## config.mk

```make
export PLATFORM = sky130hd
export DESIGN_NAME = ifu_prefetch
export DESIGN_NICKNAME = d
export VERILOG_FILES = /design/src/rtl/ifu_prefetch.sv
export SDC_FILE = /design/constraint.sdc
export NUM_CORES = 1
export LEC_CHECK = 0
export CAP_MARGIN = 20
export CELL_PAD_IN_SITES_DETAIL_PLACEMENT = 0
export CELL_PAD_IN_SITES_GLOBAL_PLACEMENT = 1
export CORE_ASPECT_RATIO = 1.5
export CORE_MARGIN = 2
export CORE_UTILIZATION = 45
export DETAILED_ROUTE_END_ITERATION = 10
export PLACE_DENSITY = 0.76
export SYNTH_ARGS = -nofsm -noshare
export SYNTH_HDL_FRONTEND = slang
export SYNTH_SLANG_ARGS = --single-unit
```

## constraint.sdc

```tcl
create_clock -name clk -period 9 [get_ports clk]
set_input_delay 2.7 -clock clk [delete_from_list [all_inputs] [get_ports clk]]
set_output_delay 2.7 -clock clk [all_outputs]
set_load 0.01 [all_outputs]
```

## src/rtl/ifu_prefetch.sv

```systemverilog
// Sequential instruction prefetcher: issues word fetches on a req/gnt/rvalid memory port,
// buffers address-tagged words in a small FIFO and hands them to the front end.
module ifu_prefetch #(
    parameter int unsigned DEPTH    = 4,
    parameter logic [31:0] RESET_PC = 32'h0000_0000
) (
    input  logic        clk,
    input  logic        rst,
    input  logic        redirect_i,
    input  logic [31:0] redirect_pc_i,
    output logic        mem_req_o,
    output logic [31:0] mem_addr_o,
    input  logic        mem_gnt_i,
    input  logic        mem_rvalid_i,
    input  logic [31:0] mem_rdata_i,
    output logic        inst_valid_o,
    input  logic        inst_ready_i,
    output logic [31:0] inst_o,
    output logic [31:0] inst_addr_o
);
    localparam int unsigned PW = (DEPTH > 1) ? $clog2(DEPTH) : 1;
    localparam int unsigned CW = $clog2(DEPTH + 1);
    localparam int unsigned DW = $clog2(2 * DEPTH + 1);

    logic [31:0]   fifo_data [DEPTH];
    logic [31:0]   fifo_addr [DEPTH];
    logic [PW-1:0] rd_ptr, wr_ptr;
    logic [CW-1:0] count, outstanding;
    logic [DW-1:0] drop;
    logic [31:0]   fetch_pc, resp_pc;

    logic [CW:0]   credits;
    logic [DW:0]   drop_sum, drop_redir;
    logic          xfer, push, pop, rsp_drop, fifo_nonempty;

    // Handshakes: a transfer happens in a cycle where valid and ready (req/gnt,
    // inst_valid/inst_ready) are both high; neither valid is sticky across a redirect.
    assign credits       = {1'b0, count} + {1'b0, outstanding};
    assign mem_req_o     = !rst && !redirect_i && (credits < (CW + 1)'(DEPTH));
    assign mem_addr_o    = fetch_pc;
    assign xfer          = mem_req_o && mem_gnt_i;
    assign rsp_drop      = !redirect_i && mem_rvalid_i && (drop != '0);
    assign push          = !redirect_i && mem_rvalid_i && (drop == '0) && (outstanding != '0);
    assign fifo_nonempty = (count != '0);
    assign inst_valid_o  = !redirect_i && fifo_nonempty;
    assign pop           = inst_valid_o && inst_ready_i;
    assign inst_o        = fifo_nonempty ? fifo_data[rd_ptr] : 32'h0;
    assign inst_addr_o   = fifo_nonempty ? fifo_addr[rd_ptr] : 32'h0;

    // Responses still in flight at a redirect become discards; a response landing
    // in the redirect cycle itself is one of them.
    assign drop_sum   = {1'b0, drop} + (DW + 1)'(outstanding);
    assign drop_redir = (mem_rvalid_i && (drop_sum != '0)) ? drop_sum - (DW + 1)'(1) : drop_sum;

    always_ff @(posedge clk) begin
        if (push) begin
            fifo_data[wr_ptr] <= mem_rdata_i;
            fifo_addr[wr_ptr] <= resp_pc;
        end
    end

    always_ff @(posedge clk or posedge rst) begin
        if (rst) begin
            fetch_pc    <= RESET_PC;
            resp_pc     <= RESET_PC;
            rd_ptr      <= '0;
            wr_ptr      <= '0;
            count       <= '0;
            outstanding <= '0;
            drop        <= '0;
        end else if (redirect_i) begin
            fetch_pc    <= {redirect_pc_i[31:2], 2'b00};
            resp_pc     <= {redirect_pc_i[31:2], 2'b00};
            rd_ptr      <= '0;
            wr_ptr      <= '0;
            count       <= '0;
            outstanding <= '0;
            drop        <= drop_redir[DW-1:0];
        end else begin
            if (xfer) fetch_pc <= fetch_pc + 32'd4;
            if (push) begin
                wr_ptr  <= wr_ptr + PW'(1);
                resp_pc <= resp_pc + 32'd4;
            end
            if (pop) rd_ptr <= rd_ptr + PW'(1);
            if (push && !pop) count <= count + CW'(1);
            else if (!push && pop) count <= count - CW'(1);
            if (xfer && !push) outstanding <= outstanding + CW'(1);
            else if (!xfer && push) outstanding <= outstanding - CW'(1);
            if (rsp_drop) drop <= drop - DW'(1);
        end
    end
endmodule

```

# --- Yosys cells after proc, flatten, opt, wreduce, memory -nomap -nowiden ---
# Memory sizes are Yosys's and may differ from the RTL's.
# Cells that the tools add are included.
word_totals:
  word_cells: 73
  reg_bits: 78
  n_memories: 2
  romBits: 0
  output_inout_bits: 98
  inputBits: 70
  latchBits: 0
  mem_bits_rw: 256
op_classes:
  n_reduce_logical: 30
  shifts: 0
  bitwise_logic: 0
  n_eq_ne: 0
  mux: 21
  div: 0
  multipliers: 0
  n_addsub: 12
  magnitude_cmp: 1
mem_list:
  columns: ["name", "depth", "width", "rd", "rd_clocked_by_memory_dff", "wr", "line_no", "rtl"]
  rows:
  - ["fifo_addr", 4, 32, 1, 0, 1, "26", "logic [31:0] fifo_addr [DEPTH];"]
  - ["fifo_data", 4, 32, 1, 0, 1, "25", "logic [31:0] fifo_data [DEPTH];"]
ops:
  columns: ["cell", "count"]
  rows:
  - ["32-bit two-way mux", 6]
  - ["32-bit by 3-bit adder with 32-bit output (second input constant)", 2]
  - ["3-bit two-way mux", 6]
  - ["1-bit logical AND", 14]
  - ["4-bit two-way mux", 3]
  - ["3-bit nonzero test", 4]
  - ["2-bit two-way mux", 4]
  - ["2-bit nonzero test", 4]
  - ["4-bit by 1-bit subtractor with 4-bit output (second input constant)", 2]
  - ["3-bit by 1-bit adder with 3-bit output (second input constant)", 2]
  - ["3-bit by 1-bit subtractor with 3-bit output (second input constant)", 2]
  - ["4-bit by 3-bit adder with 5-bit output", 1]
  - ["1-bit logical NOT", 5]
  - ["5-bit nonzero test", 1]
  - ["2-bit by 1-bit adder with 2-bit output (second input constant)", 2]
  - ["3-bit by 3-bit adder with 4-bit output", 1]
  - ["4-bit logical NOT", 1]
  - ["4-bit by 3-bit less-than comparator with 1-bit output (second input constant)", 1]
  - ["4-bit nonzero test", 1]
  - ["1-bit two-way mux", 2]

# --- Logic depth before layout (Yosys ltp) ---
depth:
  depth_word: 9
  depth_mapped: 11
  mapped_depth_nobuf: 9

# --- Least setup slack after synthesis ---
# Ideal clock, no wire load.
synth_timing:
  path_kind: "input to output"
  startpoint: "in redirect_i"
  endpoint: "out mem_req_o"
  setup_slack_ps: 2777
  path_buffers: 2
  t_required_ps: 6300
  arrival_ps: 3523
  stages: 4
  cell_sequence: "clkbuf_1 -> inv_2 -> buf_1 -> and3_1"
synth_between:
  elab_chain_cells: 3
synth_rtl:
  columns: ["element", "line_no", "rtl"]
  rows:
  - ["start: declaration", "9", "input logic redirect_i,"]
  - ["1-bit logical NOT", "39", "assign mem_req_o = !rst && !redirect_i && (credits < (CW + 1)'(DEPTH));"]
  - ["1-bit logical AND (2 in a row)", "39", null]
  - ["end: declaration", "11", "output logic mem_req_o,"]
# Every way passes these cells.

# --- Worst setup path after layout ---
layout_timing:
  startpoint: "in rst"
  endpoint: "out mem_req_o"
layout_between:
  elab_chain_cells: 3
layout_rtl:
  columns: ["element", "line_no", "rtl"]
  rows:
  - ["start: declaration", "8", "input logic rst,"]
  - ["1-bit logical NOT (no line)", null, null]
  - ["1-bit logical AND (2 in a row)", "39", null]
# Every way passes these cells.

==> results.toml <==
[critical_path]
critPathLaunchType = "input pin"
worstPathMaxFanout = 3
crit_top_cell = "clkdlybuf4s50_1"
worst_setup_path_end_kind = "output pin"
path_class = "in2out"
cp_top_family = "buffers and inverters"
critPathRequiredTime_ns = 6.30
path_depth = 4
path_buf_inv = 2
worst-endpoint-arrival_ns = 4.27
crit_chain = "clkdlybuf4s50_1 -> nor4_1 -> and3_1 -> clkdlybuf4s50_1"
slowest_delay_ns = 0.53
r2r_cells = 7
cp_slowest_cell = "clkdlybuf4s50_1"

[route]
wl_per_cell_um = 19.9
top_layer = "met4"
drtIter0Drc = 535
num_vias = 8065
antenna_violating_nets_post_route = 0
wl_met2_mm = 15.3
viasPerCell = 5.46
drt-met1-wl_mm = 12.2
dr.pass1.iters = 5
drc = 0
wirelength_mm = 29.3
wl_met3_mm = 1.43

[placement]
placed_area_um2 = 15800
dpl_worst_slack_ns = 2.02
io_buffers = 161
globalplace.congestion = 0.856
dpl.hpwl_mm = 18.2
dp_cells = 1424

[logic_synthesis]
synth_commonest_cells = "248 x edfxtp_1, 74 x dfrtp_1, 70 x and2_1"
synth_xor_area_share_pct = 1.40
syn_avg_cell_area_um2 = 15.4
synth_top_area_share_pct = 54.0
synth_warnings = 0
synth.most_common_cell = "edfxtp_1"
synth.area.mux_share_pct = 11.3
synth.distinct_cells = 50
syn-cell-area_um2 = 13800
async_flop_share_pct = 23.0
synth_top_family_by_area = "multiplexers"
synth-adder-area-share_pct = 1.71
synth_flop_cell = "edfxtp_1"
synth_cells = 893
synth_compound_area_share_pct = 5.22
yosysTopAreaCell = "edfxtp_1"
synthSimpleGateAreaFrac_pct = 10.7
synth_area_leaders = "edfxtp_1 54%, dfrtp_1 13%, mux4_2 10%"
yosysSeqAreaShare_pct = 67.4
ys_ff_latch = 322
synth_edf_count = 248

[sta]
setup_tns_ns = 0
fmax_ghz = 0.143
fin_crit_ns = 6.97
period_share_pct = 77.5
final_hold_viol_count = 0
max_slew_margin_pct = 25.0
rsz0062_at_grt = "no"
fin_skew_ns = 0.00886
finalSetupViolCount = 0
maxSlewViolCount = 0
worst_slack_ns = 2.03
worst_slew_pin_slew_ns = 1.12

[clock_tree]
path_clk_slew_ns = 0.06
postCtsHoldBufs = 0
post_cts_buffers = 0
clock-sinks = 322
cts_tree = "done"
numCtsBuffers = 29
cts_root_buffer = "clkbuf_16"
clk_latency_ns = 0.55
max-clock-path-buffers = 3
h-tree-depth = 1
ctsResizeCount = 0

[floorplan]
core-area_um2 = 30300
dieArea_um2 = 32100
rows = 78
die_y_um = 218
pin_count = 168
start_util_pct = 45.6
die_w_um = 147

[power_and_ir_drop]
total_power_mw = 4.31
power.density_nw_per_um2 = 257
ir_worst_vdd_uv = 205
p_leak_nw = 5.70

[outcome]
status = "completed"

[layout]
syn2layout_area_growth_pct = 21.7
final_area_um2 = 16800
layoutNonFillerInstCount = 1477
n_antenna_cell = 0
drive_gt1_share_pct = 13.6
fin_nets = 1142
fill_cells = 2479

[global_routing]
grt_pass1_wl_mm = 46.4
grt_max_degree = 75
grt_pass1_vias = 8219
grt-ovfl-total = 0
antenna_found_initial = 0
grtUsageTotal_pct = 18.6

[min_path]
holdCritPathClass = "reg2reg"
worst_hold_path.num_cells = 1

[job]
maxCapViolCount = 0
## layout make-up
class                   count  area [um2]  area share [%]
multi-input cells         503        4220            25.1
flip-flops and latches    322        9300            55.4
clock buffers              35         768            4.58
clock inverters            18         194            1.16
repair buffers            173        1700            10.1
well taps                 400         500            2.98
inverters                  26        97.6           0.582
## metal layers
layer / track usage [%] / vias to the layer above
met5: 0 / -
met1: 23.9 / 4059
met2: 33.5 / 221
met4: 4.29 / 0
met3: 2.63 / 25
li1: - / 3760
## cell families after synthesis
| logic type | count (synthesis) |
|---|---|
| AOI/OAI and AO/OA | 111 |
| other | 1 |
| adders and majority gates | 17 |
| muxes | 76 |
| buffers and inverters | 71 |
| DFF | 322 |
| and+or+nand+nor | 273 |
| xor gates and xnor gates | 22 |
## where the power goes
| part | leakage (nW) | switching, mW | internal, mW |
|---|---|---|---|
| clock | 0.473 | 0.525 | 0.722 |
| combinational | 2.09 | 0.566 | 0.710 |
| sequential | 3.14 | 0.122 | 1.67 |
| total | 5.70 | 1.21 | 3.10 |
## flip-flops by register name, indices dropped and copies added (netlist names)
name,flops
fifo_addr,120
mem_addr_o,30
wr_ptr,2
count,3
rd_ptr,2
drop,4
fifo_data,128
outstanding,3
resp_pc,30
## worst reg2reg max path, delay by kind of cell, from the launching register on
family	cells	cell delay [ns]
flops	1	0.41
simple gates	3	1.21
buf+inv	3	1.14
fa+ha+maj	1	0.15
## layout by cell type, fill, tap and decap left out, types with 14 or more instances in the layout
master	count
mux4_2	63
nand3_1	41
dfrtp_1	72
clkbuf_16	29
o211ai_1	27
nand2_1	66
clkdlybuf4s50_1	160
nand4_1	22
edfxtp_1	248
ha_1	14
nor2_1	29
and2_1	66
o21ai_0	40
inv_1	24
## worst paths after layout
| check | from | end | slack, ns |
|---|---|---|---|
| max | rst | mem_req_o | 2.03 |
| min | wr_ptr[0] | wr_ptr[0] | 0.55 |
| max reg2reg | drop[0] | fifo_addr[1][20] | 5.69 |
| min reg2reg | wr_ptr[0] | wr_ptr[0] | 0.55 |
| max in group asynchronous | rst | rd_ptr[0] | 5.48 |
| min in group asynchronous | rst | count[1] | 2.78 |
## stage by stage
stage	hold WS [ns]	utilization (%)
global placement	0.547	52.3
finish	0.553	55.5
detailed placement	0.549	52.3
CTS	0.563	55.5
global route	0.573	55.5
floorplan	0.496	-
Power figures use the tool's default switching activity.
